===== src/rtl/mem_arbiter_pkg.sv =====
// Shared types and constants for the fetch/data memory arbiter.
package mem_arbiter_pkg;

   typedef enum logic [1:0] {
      IDLE  = 2'd0,
      GNT_I = 2'd1,
      GNT_D = 2'd2
   } state_t;

   // Grant ids stored in last_grant
   localparam logic GRANT_I = 1'b0;
   localparam logic GRANT_D = 1'b1;

   // Bit positions in the one-hot winner vector
   localparam int unsigned WIN_I = 0;
   localparam int unsigned WIN_D = 1;

   localparam int unsigned WAIT_W = 8;

endpackage


===== src/rtl/mem_arbiter_if.sv =====
// Fetch, data and shared-memory signal bundle for mem_arbiter.
interface mem_arbiter_if #(
   parameter int unsigned ADDR_W = 32,
   parameter int unsigned DATA_W = 32
) ();
   localparam int unsigned STRB_W = DATA_W / 8;

   logic              i_req;
   logic [ADDR_W-1:0] i_addr;
   logic [DATA_W-1:0] i_rdata;
   logic              i_ack;
   logic              i_err;

   logic              d_req;
   logic              d_we;
   logic [ADDR_W-1:0] d_addr;
   logic [DATA_W-1:0] d_wdata;
   logic [STRB_W-1:0] d_wstrb;
   logic [DATA_W-1:0] d_rdata;
   logic              d_ack;
   logic              d_err;

   logic              mem_req;
   logic              mem_we;
   logic [ADDR_W-1:0] mem_addr;
   logic [DATA_W-1:0] mem_wdata;
   logic [STRB_W-1:0] mem_wstrb;
   logic              mem_ready;
   logic [DATA_W-1:0] mem_rdata;

   modport slave (
      input  i_req, i_addr, d_req, d_we, d_addr, d_wdata, d_wstrb, mem_ready, mem_rdata,
      output i_rdata, i_ack, i_err, d_rdata, d_ack, d_err,
             mem_req, mem_we, mem_addr, mem_wdata, mem_wstrb
   );

   modport master (
      output i_req, i_addr, d_req, d_we, d_addr, d_wdata, d_wstrb, mem_ready, mem_rdata,
      input  i_rdata, i_ack, i_err, d_rdata, d_ack, d_err,
             mem_req, mem_we, mem_addr, mem_wdata, mem_wstrb
   );
endinterface


===== src/rtl/mem_arbiter_arb_rr2.sv =====
// Two-way round-robin winner select: on a tie the requester not granted last wins.
module arb_rr2
   import mem_arbiter_pkg::*;
(
   input  logic       i_req_i,
   input  logic       i_req_d,
   input  logic       i_last_grant,
   output logic [1:0] o_win_c
);

   always_comb begin
      o_win_c = 2'b00;
      if (i_req_i && i_req_d) begin
         if (i_last_grant == GRANT_I) o_win_c[WIN_D] = 1'b1;
         else                         o_win_c[WIN_I] = 1'b1;
      end else if (i_req_i) begin
         o_win_c[WIN_I] = 1'b1;
      end else if (i_req_d) begin
         o_win_c[WIN_D] = 1'b1;
      end
   end

endmodule


===== src/rtl/mem_arbiter.sv =====
// Arbitrates fetch and load/store requests onto one single-port memory,
// with round-robin ties, payload latching at grant and a bounded wait.
module mem_arbiter
   import mem_arbiter_pkg::*;
#(
   parameter int unsigned ADDR_W  = 32,
   parameter int unsigned DATA_W  = 32,
   parameter int unsigned TIMEOUT = 255
) (
   input  logic          clk,
   input  logic          rst,
   mem_arbiter_if.slave  bus
);
   localparam int unsigned STRB_W = DATA_W / 8;

   state_t            r_state,  w_state_nxt;
   logic              r_last,   w_last_nxt;
   logic [WAIT_W-1:0] r_wait,   w_wait_nxt;
   logic              r_we,     w_we_nxt;
   logic [ADDR_W-1:0] r_addr,   w_addr_nxt;
   logic [DATA_W-1:0] r_wdata,  w_wdata_nxt;
   logic [STRB_W-1:0] r_wstrb,  w_wstrb_nxt;

   logic [1:0] w_win;
   logic       w_timeout;
   logic       w_done;
   logic       w_grant_i;
   logic       w_grant_d;

   arb_rr2 u_arb (
      .i_req_i      (bus.i_req),
      .i_req_d      (bus.d_req),
      .i_last_grant (r_last),
      .o_win_c      (w_win)
   );

   always_ff @(posedge clk or posedge rst) begin
      if (rst) begin
         r_state <= IDLE;
         r_last  <= GRANT_I;
         r_wait  <= '0;
         r_we    <= 1'b0;
         r_addr  <= '0;
         r_wdata <= '0;
         r_wstrb <= '0;
      end else begin
         r_state <= w_state_nxt;
         r_last  <= w_last_nxt;
         r_wait  <= w_wait_nxt;
         r_we    <= w_we_nxt;
         r_addr  <= w_addr_nxt;
         r_wdata <= w_wdata_nxt;
         r_wstrb <= w_wstrb_nxt;
      end
   end

   // Next state; a completing grant hands over directly to a waiting other side
   always_comb begin
      w_state_nxt = r_state;
      w_last_nxt  = r_last;
      w_wait_nxt  = r_wait;
      w_we_nxt    = r_we;
      w_addr_nxt  = r_addr;
      w_wdata_nxt = r_wdata;
      w_wstrb_nxt = r_wstrb;
      w_done      = 1'b0;
      w_grant_i   = 1'b0;
      w_grant_d   = 1'b0;
      w_timeout   = (r_wait == WAIT_W'(TIMEOUT - 1)) && !bus.mem_ready;

      case (r_state)
         IDLE: begin
            w_grant_i = w_win[WIN_I];
            w_grant_d = w_win[WIN_D];
         end
         GNT_I: begin
            w_done = bus.mem_ready || w_timeout;
            if (w_done) begin
               if (bus.d_req) w_grant_d   = 1'b1;
               else           w_state_nxt = IDLE;
            end else begin
               w_wait_nxt = r_wait + WAIT_W'(1);
            end
         end
         GNT_D: begin
            w_done = bus.mem_ready || w_timeout;
            if (w_done) begin
               if (bus.i_req) w_grant_i   = 1'b1;
               else           w_state_nxt = IDLE;
            end else begin
               w_wait_nxt = r_wait + WAIT_W'(1);
            end
         end
         default: w_state_nxt = IDLE;
      endcase

      if (w_grant_i) begin
         w_state_nxt = GNT_I;
         w_last_nxt  = GRANT_I;
         w_wait_nxt  = '0;
         w_we_nxt    = 1'b0;
         w_addr_nxt  = bus.i_addr;
         w_wdata_nxt = '0;
         w_wstrb_nxt = '0;
      end
      if (w_grant_d) begin
         w_state_nxt = GNT_D;
         w_last_nxt  = GRANT_D;
         w_wait_nxt  = '0;
         w_we_nxt    = bus.d_we;
         w_addr_nxt  = bus.d_addr;
         w_wdata_nxt = bus.d_wdata;
         w_wstrb_nxt = bus.d_wstrb;
      end
   end

   assign bus.mem_req   = (r_state == GNT_I) || (r_state == GNT_D);
   assign bus.mem_we    = r_we;
   assign bus.mem_addr  = r_addr;
   assign bus.mem_wdata = r_wdata;
   assign bus.mem_wstrb = r_wstrb;

   assign bus.i_ack   = (r_state == GNT_I) && w_done;
   assign bus.i_err   = (r_state == GNT_I) && w_timeout;
   assign bus.d_ack   = (r_state == GNT_D) && w_done;
   assign bus.d_err   = (r_state == GNT_D) && w_timeout;
   assign bus.i_rdata = bus.mem_rdata;
   assign bus.d_rdata = bus.mem_rdata;

endmodule


===== src/flat_wrapper.sv =====
// flat-port wrapper written by rule: the top's interface ports become plain ports
module mem_arbiter_flat import mem_arbiter_pkg::*;
#(
   parameter int unsigned ADDR_W  = 32,
   parameter int unsigned DATA_W  = 32,
   parameter int unsigned TIMEOUT = 255
)
  (clk, rst, bus_i_req, bus_i_addr, bus_d_req, bus_d_we, bus_d_addr, bus_d_wdata, bus_d_wstrb, bus_mem_ready, bus_mem_rdata, bus_i_rdata, bus_i_ack, bus_i_err, bus_d_rdata, bus_d_ack, bus_d_err, bus_mem_req, bus_mem_we, bus_mem_addr, bus_mem_wdata, bus_mem_wstrb);
  mem_arbiter_if #(.ADDR_W(ADDR_W), .DATA_W(DATA_W)) bus_i ();
  input  logic clk;
  input  logic rst;
  input wire logic [$bits(bus_i.i_req)-1:0] bus_i_req;
  input wire logic [$bits(bus_i.i_addr)-1:0] bus_i_addr;
  input wire logic [$bits(bus_i.d_req)-1:0] bus_d_req;
  input wire logic [$bits(bus_i.d_we)-1:0] bus_d_we;
  input wire logic [$bits(bus_i.d_addr)-1:0] bus_d_addr;
  input wire logic [$bits(bus_i.d_wdata)-1:0] bus_d_wdata;
  input wire logic [$bits(bus_i.d_wstrb)-1:0] bus_d_wstrb;
  input wire logic [$bits(bus_i.mem_ready)-1:0] bus_mem_ready;
  input wire logic [$bits(bus_i.mem_rdata)-1:0] bus_mem_rdata;
  output wire logic [$bits(bus_i.i_rdata)-1:0] bus_i_rdata;
  output wire logic [$bits(bus_i.i_ack)-1:0] bus_i_ack;
  output wire logic [$bits(bus_i.i_err)-1:0] bus_i_err;
  output wire logic [$bits(bus_i.d_rdata)-1:0] bus_d_rdata;
  output wire logic [$bits(bus_i.d_ack)-1:0] bus_d_ack;
  output wire logic [$bits(bus_i.d_err)-1:0] bus_d_err;
  output wire logic [$bits(bus_i.mem_req)-1:0] bus_mem_req;
  output wire logic [$bits(bus_i.mem_we)-1:0] bus_mem_we;
  output wire logic [$bits(bus_i.mem_addr)-1:0] bus_mem_addr;
  output wire logic [$bits(bus_i.mem_wdata)-1:0] bus_mem_wdata;
  output wire logic [$bits(bus_i.mem_wstrb)-1:0] bus_mem_wstrb;
  assign bus_i.i_req = bus_i_req;
  assign bus_i.i_addr = bus_i_addr;
  assign bus_i.d_req = bus_d_req;
  assign bus_i.d_we = bus_d_we;
  assign bus_i.d_addr = bus_d_addr;
  assign bus_i.d_wdata = bus_d_wdata;
  assign bus_i.d_wstrb = bus_d_wstrb;
  assign bus_i.mem_ready = bus_mem_ready;
  assign bus_i.mem_rdata = bus_mem_rdata;
  assign bus_i_rdata = bus_i.i_rdata;
  assign bus_i_ack = bus_i.i_ack;
  assign bus_i_err = bus_i.i_err;
  assign bus_d_rdata = bus_i.d_rdata;
  assign bus_d_ack = bus_i.d_ack;
  assign bus_d_err = bus_i.d_err;
  assign bus_mem_req = bus_i.mem_req;
  assign bus_mem_we = bus_i.mem_we;
  assign bus_mem_addr = bus_i.mem_addr;
  assign bus_mem_wdata = bus_i.mem_wdata;
  assign bus_mem_wstrb = bus_i.mem_wstrb;
  mem_arbiter #(.ADDR_W(ADDR_W), .DATA_W(DATA_W), .TIMEOUT(TIMEOUT)) u_core (.clk(clk), .rst(rst), .bus(bus_i));
endmodule

===== config.mk =====
export PLATFORM = sky130hd
export DESIGN_NAME = mem_arbiter_flat
export DESIGN_NICKNAME = d
export VERILOG_FILES = /design/src/rtl/mem_arbiter_pkg.sv /design/src/rtl/mem_arbiter_if.sv /design/src/rtl/mem_arbiter_arb_rr2.sv /design/src/rtl/mem_arbiter.sv /design/src/flat_wrapper.sv
export SDC_FILE = /design/constraint.sdc
export NUM_CORES = 1
export LEC_CHECK = 0
export CAP_MARGIN = 20
export CORE_ASPECT_RATIO = 0.8
export CORE_MARGIN = 1.5
export CORE_UTILIZATION = 39
export DETAILED_ROUTE_END_ITERATION = 6
export PLACE_DENSITY = 0.95
export SETUP_SLACK_MARGIN = 0.1
export SYNTH_ARGS = -nofsm -noshare
export SYNTH_HDL_FRONTEND = slang
export SYNTH_SLANG_ARGS = --single-unit
export TNS_END_PERCENT = 20

===== constraint.sdc =====
create_clock -name clk -period 3.8 [get_ports clk]
set_clock_uncertainty 0.15 [all_clocks]
set_input_delay 0.57 -clock clk [delete_from_list [all_inputs] [get_ports clk]]
set_output_delay 0.57 -clock clk [all_outputs]
set_load 0.02 [all_outputs]

## Word level (Yosys, flattened, before mapping)

Cells that the tools add are included.

- Add/subtract/negate cells: 1
- Reduce and logical (&&, ||, !) cells: 15
- Multiplexer cells: 31
- Equal/unequal tests: 9

Operator list:

| operator | number |
|---|---|
| $mux 32 | 4 |
| $mux 8 | 4 |
| $mux 2 | 7 |
| $mux 1 | 11 |
| $add 8x1->8 const B | 1 |
| $eq 8x8->1 const B | 1 |
| $mux 4 | 2 |
| $ne 4x1->1 const B | 2 |
| $ne 4x2->1 const B | 2 |
| $logic_and 1x1->1 | 6 |
| $ne 3x1->1 const B | 2 |
| $pmux 2 s3 | 1 |
| $reduce_and 5->1 | 1 |
| $pmux 1 s2 | 2 |
| $reduce_bool 3->1 | 1 |
| $eq 2x1->1 const B | 1 |
| $eq 2x2->1 const B | 1 |
| $logic_not 2->1 | 1 |
| $logic_or 1x1->1 | 2 |
| $reduce_and 2->1 | 1 |
| $reduce_bool 2->1 | 1 |
| $reduce_or 2->1 | 1 |
| $logic_not 1->1 | 1 |

- Register bits: 80
- Logic and storage cells: 63
- Input port bits: 138

## Depth between registers and ports, before layout

Gate-level depths: netlist (run 1).

- Depth after elaboration: 7
- Depth in mapped cells: 9
- Mapped depth without buffers: 7

## By module

Synthesis (run 1) repeated with hierarchy kept, for this count alone.

- Cell total of the unflattened synthesis: 419
- Area, all modules: 4137.7 um^2

By module, submodules not included:

| module | seq. area each (um^2) | area an instance (um^2) | times used | cells each |
|---|---|---|---|---|
| mem_arbiter | 2001.9 | 4119.0 | 1 | 416 |
| arb_rr2 | 0.0 | 18.8 | 1 | 3 |

## Least setup slack after synthesis (run 1)

No wires, ideal clock.

- Path kind: register to output
- From: register u_core.r_wait[0]
- To: output bus_d_ack
- Slack: 1.661 ns
- Required time: 3.080 ns
- Buffers on the path: 0
- Arrival time: 1.419 ns
- Cell stages (with the launch flop): 6
- Cell sequence: dfrtp_1 inv_1 ha_1 nand4_2 o21bai_1 and3_1

- Cells in the longest elaborated chain, start to end: 5

Ends and longest elaborated chain:

| element | line | source |
|---|---|---|
| start, declared | mem_arbiter.sv:18 | `logic [WAIT_W-1:0] r_wait, w_wait_nxt;` |
| start signal, assigned | mem_arbiter.sv:49 | `r_wait <= w_wait_nxt;` |
| $eq 8x8->1 | mem_arbiter.sv:69 | `w_timeout = (r_wait == WAIT_W'(TIMEOUT - 1)) && !bus.mem_ready;` |
| $logic_and 1x1->1 | mem_arbiter.sv:69 |  |
| $logic_or 1x1->1 | mem_arbiter.sv:77, mem_arbiter.sv:86 |  |
| $mux 1 | n/a |  |
| $logic_and 1x1->1 | mem_arbiter.sv:125 | `assign bus.d_ack = (r_state == GNT_D) && w_done;` |
| end, declared | flat_wrapper.sv:25 | `output wire logic [$bits(bus_i.d_ack)-1:0] bus_d_ack;` |

Every way passes these cells.

## Worst setup path after layout (run 1)

- From: register u_core.r_wait[0]
- To: output bus_i_ack

- Cells in the longest elaborated chain, start to end: 5

Ends and longest elaborated chain:

| element | line | source |
|---|---|---|
| $eq 8x8->1 | mem_arbiter.sv:69 |  |
| $logic_and 1x1->1 | mem_arbiter.sv:69 |  |
| $logic_or 1x1->1 | mem_arbiter.sv:77, mem_arbiter.sv:86 |  |
| $mux 1 | n/a |  |
| $logic_and 1x1->1 | mem_arbiter.sv:123 | `assign bus.i_ack = (r_state == GNT_I) && w_done;` |
| end, declared | flat_wrapper.sv:22 | `output wire logic [$bits(bus_i.i_ack)-1:0] bus_i_ack;` |

Every way passes these cells.

==> flow_summary.toml, run 1 <==
[synth]
ys_async_sr_fraction_pct = 100
synth_warnings = 0
seq_area_frac_synth_pct = 49.1
synth_edf_count = 0
syn-cell-area_um2 = 4080
synthesis.instances = 365
synth_area_per_cell_um2 = 11.2
synth_ff_type = "dfrtp_1"
synth.distinct_cells = 34
synth_seq_cells = 80
synthesis.nets = 508

[pwr]
power_switching_uw = 1670
p_per_area_nw_per_um2 = 792
fin_total_pwr_uw = 4550
vdd_drop_max_uv = 343
p_clk_share_pct = 20.3
leakage_uw = 0.00241
p_comb_share_pct = 48.7
switching_share_pct = 36.7
p_seq_share_pct = 31.0
p_int_uw = 2880

[clock_tree]
clock_latency_ps = 320
cts_htree_levels = 3
cts_resized = 0
cts_root_buf = "clkbuf_16"
clkSlewWorstSetupHoldPaths_ps = 60
numCtsBuffers = 9
cts_buffer_depth = 2
cts_tree = "done"
cts_sinks = 80
post-cts-setup-buffers = 0
cts_hold_buf = 0

[sta]
worstMarginPinSlew_ps = 560
rsz0062_at_grt = "no"
fmax_mhz = 310
finalSetupViolCount = 0
slew_headroom_pct = 62.7
slew_violations = 0
period_share_pct = 84.9
finalCriticalPeriod_ps = 3230
finalHoldViolCount = 0
fin_ws_ps = 574
tns_ps = 0

[global_route]
grt_max_degree = 46
grt-ovfl-total = 0
first_global_vias = 3022
grt_pass1_wl_mm = 14.5
antenna_found_initial = 0
track_usage_pct = 16.7

[placed_design]
io_buffers = 179
gp_congestion = 0.790
place_inst = 607
place_ws_ps = 817
dp_hpwl_mm = 7.10

[detailed_routing]
routed_via_density = 4.80
m1WireLength_mm = 4.11
top_layer_used = "met4"
wire_per_inst_um = 15.2
wl_met3_um = 741
dr_wl_met2_mm = 4.50
ant_nets = 0
dr_total_vias = 2986
dr.pass1.iters = 4
drc = 0
postRouteWirelength_mm = 9.48
drt_iter0_drc = 100

[finish]
finalCoreUtilization_pct = 56.3
fin_cells = 622
final_nets = 621
drive_above_1_share_pct = 6.64
insertedDiodeCount = 0
fill_cells = 867
area.growth.synth_to_final_pct = 40.9

[floorplan]
die_y_um = 94.4
dieArea_um2 = 11100
start_util_pct = 40.0
core_um2 = 10200
rows = 33
io_pins = 276
die_w_um = 117

[setup_path]
start_kind = "flip-flop"
path_cells = "inv_1 > ha_1 > nand4_2 > o21bai_1 > and3_1 > clkdlybuf4s50_1"
cp.arrival_ps = 2510
cpMaxStageDelayCell = "clkdlybuf4s50_1"
required_ps = 3080
path_max_fanout = 7
slowest_delay_ps = 600
end_kind = "output port"
path_class = "reg2out"

[min_path]
hold_class = "reg2reg"

[outcome]
status = "finished clean"

[job]
maxCapViolCount = 0
-- area by class of cell --
type / instances / area, µm² / area share, %
timing repair buffer: 185 / 1840 / 32.0
inverter: 6 / 23.8 / 0.414
sequential: 80 / 2000 / 34.9
multi-input combinational: 196 / 1380 / 24.1
tap: 140 / 175 / 3.05
clock buffer: 10 / 239 / 4.16
clock inverter: 5 / 81.3 / 1.42
-- through the flow --
step / hold WS [ps] / area, µm²
floorplan: 358 / 4080
global placement: 336 / 5420
detailed placement: 335 / 5420
CTS: 355 / 5740
global route: 367 / 5740
finish: 351 / 5740
-- power groups by stage --
stage               clock (µW)  combinational, µW  sequential, µW
CTS                        949               2240            1410
global placement             0               2170            1400
detailed placement           0               2240            1410
finish                     922               2220            1410
floorplan                    0               1100            1780
global route               985               2380            1450
-- sequential cells by signal, summed over array words and instances, names as in the netlist --
register,cells
u_core.r_wait,8
u_core.r_last,1
u_core.r_state,2
u_core.bus.mem_addr,32
u_core.bus.mem_wdata,32
u_core.bus.mem_wstrb,4
u_core.bus.mem_we,1
-- synthesized netlist by cell type (3+ instances only) --
master   number  area share, %
o21ai_0       3           0.37
nand2_1       7           0.64
mux2i_1      32            7.9
buf_2         5           0.61
a22o_1       39            8.4
buf_6         7            1.9
buf_12        4            2.0
inv_1         6           0.55
a21oi_1      34            4.2
nor2_1       42            3.9
nor3_1        4           0.49
xnor2_1       6            1.3
ha_1          5            1.5
dfrtp_1      80             49
buf_4        64             12
nand3_1       4           0.49
-- worst max-delay path, delay by kind of cell (launching register included) --
kind / cells / cell delay, ps
AOI/OAI and AO/OA: 1 / 490
adders and majority gates: 1 / 180
buffers and inverters: 2 / 700
DFF: 1 / 390
and+or+nand+nor: 2 / 420
-- placed cells by master, fill, tap and decap left out, types with 5 or more instances in the layout --
cell	n
clkbuf_16	9
dfrtp_1	80
buf_4	6
nor2_1	42
xnor2_1	6
mux2i_1	32
a22o_1	39
a21oi_1	34
inv_1	5
clkdlybuf4s50_1	179
ha_1	5
nand2_1	7
-- final timing paths --
kind / start / end / slack (ps) / depth (start not counted)
worst max-delay path: u_core.r_wait[0] / bus_i_ack / 570 / 6
worst min-delay path: u_core.bus.mem_wdata[2] / u_core.bus.mem_wdata[2] / 350 / 1
worst max register to register: u_core.r_wait[0] / u_core.bus.mem_addr[0] / 1290 / 8
worst min register to register: u_core.bus.mem_wdata[2] / u_core.bus.mem_wdata[2] / 350 / 1
max in group asynchronous: rst / u_core.r_wait[7] / 2570 / 3
min in group asynchronous: rst / u_core.bus.mem_addr[30] / 520 / 3
-- kinds of logic (layout without fill, tap and decap cells) --
group / after synthesis / in the layout / synth area share [%]
buffers and inverters: 89 / 206 / 17.1
AOI/OAI and AO/OA: 83 / 83 / 14.6
DFF: 80 / 80 / 49.1
and+or+nand+nor: 69 / 69 / 8.29
muxes: 32 / 32 / 7.86
xor gates and xnor gates: 7 / 7 / 1.50
adders and majority gates: 5 / 5 / 1.54
-- routing by layer --
layer  GRT usage [%]  up-vias
li1                -     1431
met5               0        -
met3            5.65       18
met2            26.7      129
met4            5.82        0
met1            21.2     1408
(Power assumes the default switching activity.)
==> run 2: changes to the inputs <==
--- a/config.mk
+++ b/config.mk
@@ -8,9 +8,9 @@
 export CAP_MARGIN = 20
 export CORE_ASPECT_RATIO = 0.8
 export CORE_MARGIN = 1.5
-export CORE_UTILIZATION = 39
+export CORE_UTILIZATION = 33
 export DETAILED_ROUTE_END_ITERATION = 6
-export PLACE_DENSITY = 0.95
+export PLACE_DENSITY = 0.89
 export SETUP_SLACK_MARGIN = 0.1
 export SYNTH_ARGS = -nofsm -noshare
 export SYNTH_HDL_FRONTEND = slang
==> constraint.sdc (replaced) <==
create_clock -name clk -period 2.89 [get_ports clk]
set_clock_uncertainty 0.15 [all_clocks]
set_input_delay 0.4335 -clock clk [delete_from_list [all_inputs] [get_ports clk]]
set_output_delay 0.4335 -clock clk [all_outputs]
set_load 0.02 [all_outputs]
==> run 2 against run 1 <==
Sequential cell count is the same; sequential share of layout area shrank 0.72 points; clock power grew 49%; wire length grew 6.8%; via count grew 0.80%; total power grew 37%; final cell count grew 2.1%; hold slack lost 31 ps; setup slack lost 260 ps; sequential power grew 32%; largest power group unchanged; highest routed layer unchanged.
==> flow_summary.toml, run 2 (same netlist as run 1, synthesis figures left out) <==
[floorplan]
die_y_um = 102
die_w_um = 127
start_util_pct = 33.6
core_um2 = 12100
io_pins = 276
rows = 36
dieArea_um2 = 13000

[setup_path]
path_max_fanout = 4
required_ps = 2310
end_kind = "output port"
start_kind = "flip-flop"
cpMaxStageDelayCell = "dfrtp_1"
path_cells = "inv_1 > ha_1 > nand4_2 > o21bai_1 > and3_1 > dlygate4sd2_1"
path_class = "reg2out"
slowest_delay_ps = 400
cp.arrival_ps = 1990

[finish]
final_common_cell = "clkdlybuf4s50_1"
drive_above_1_share_pct = 7.04
fin_area_um2 = 5860
layout_common_cells = "175 x clkdlybuf4s50_1, 80 x dfrtp_1, 42 x nor2_1, 39 x a22o_1, 34 x a21oi_1"
final_nets = 622
finalCoreUtilization_pct = 48.4
insertedDiodeCount = 0
area.growth.synth_to_final_pct = 43.8

[global_route]
track_usage_pct = 15.1
grt_max_degree = 50
first_global_vias = 3073
antenna_found_initial = 0
grt_pass1_wl_mm = 15.3
grt-ovfl-total = 0

[clock_tree]
cts_htree_levels = 3
cts_root_buf = "clkbuf_16"
post-cts-setup-buffers = 0
clock_latency_ps = 330
cts_hold_buf = 0
cts_tree = "done"
clkSlewWorstSetupHoldPaths_ps = 60
cts_buffer_depth = 2
cts_sinks = 80
numCtsBuffers = 9

[placed_design]
gp_congestion = 0.759
dp_hpwl_mm = 7.58
io_buffers = 179
place_ws_ps = 310
placed_cell_area_um2 = 5490

[pwr]
vdd_drop_max_uv = 453
p_clk_share_pct = 22.1
p_comb_share_pct = 48.1
power_switching_uw = 2250
p_per_area_nw_per_um2 = 1060
p_seq_share_pct = 29.8
p_int_uw = 3980
switching_share_pct = 36.2
leakage_uw = 0.00251

[detailed_routing]
routed_via_density = 4.74
wire_per_inst_um = 15.9
dr_total_vias = 3010
drc = 0
drt_iter0_drc = 83
ant_nets = 0
dr.pass1.iters = 4
postRouteWirelength_mm = 10.1

[sta]
finalSetupViolCount = 0
period_share_pct = 89.0
finalCriticalPeriod_ps = 2570
rsz0062_at_grt = "no"
worstMarginPinSlew_ps = 597
tns_ps = 0
slew_headroom_pct = 60.2
fmax_mhz = 389
slew_violations = 0
finalHoldViolCount = 0
fin_ws_ps = 317

[outcome]
status = "finished clean"

[job]
maxCapViolCount = 0

[min_path]
hold_class = "in2async"
## run 2: final timing paths
| path | from | endpoint | slack (ps) | cells after the start |
|---|---|---|---|---|
| max in group asynchronous | rst | u_core.r_wait[5] | 1600 | 3 |
| setup / recovery | u_core.r_wait[0] | bus_d_ack | 320 | 6 |
| hold / removal | rst | u_core.bus.mem_addr[2] | 320 | 2 |
| hold reg to reg | u_core.bus.mem_wdata[20] | u_core.bus.mem_wdata[20] | 350 | 1 |
| setup reg to reg | u_core.r_wait[0] | u_core.bus.mem_addr[26] | 440 | 8 |
| min in group clk | u_core.bus.mem_wdata[20] | u_core.bus.mem_wdata[20] | 350 | 1 |
## run 2: repair_timing
action / 4_1_cts / 5_1_grt
endpoints found under the hold margin: 0 / 0
pin swaps: 0 / 1
gates resized for setup: 1 / 4
endpoints found under the setup margin: 4 / 3
## run 2: cell type report
class	count	area, µm²
Fill cell	1061	6250
Sequential cell	80	2000
Timing Repair Buffer	186	1900
Multi-Input combinational cell	196	1390
Clock buffer	9	225
Tap cell	152	190
Clock inverter	6	133
Inverter	6	23.8
## run 2: power by group through the flow
stage / Clock, µW / Combinational (µW) / Sequential (µW)
after floorplan: 0 / 1450 / 2340
after global placement: 0 / 2930 / 1840
after detailed placement: 0 / 3030 / 1860
after CTS: 1410 / 3030 / 1860
after global routing: 1460 / 3200 / 1910
final: 1370 / 3000 / 1860
## run 2: through the flow
stage	std cells	hold WS [ps]	total power (µW)
after floorplan	365	358	3790
after global placement	620	335	4780
after detailed placement	620	331	4890
after CTS	635	335	6290
after global routing	635	371	6570
final	635	320	6230
## run 2: layer usage
layer | up-vias | track usage (%) | routed length (µm)
met5 | - | 0 | 0
met4 | 0 | 4.72 | 80
met3 | 15 | 5.76 | 701
met1 | 1452 | 19.0 | 4480
li1 | 1426 | - | -
met2 | 117 | 24.2 | 4860
## run 2: worst max-delay path, delay by kind of cell (launching register included)
kind                       cells  cell delay [ps]
buffers and inverters          2              440
DFF                            1              400
and+or+nand+nor                2              370
AOI/OAI and AO/OA              1              250
adders and majority gates      1              200
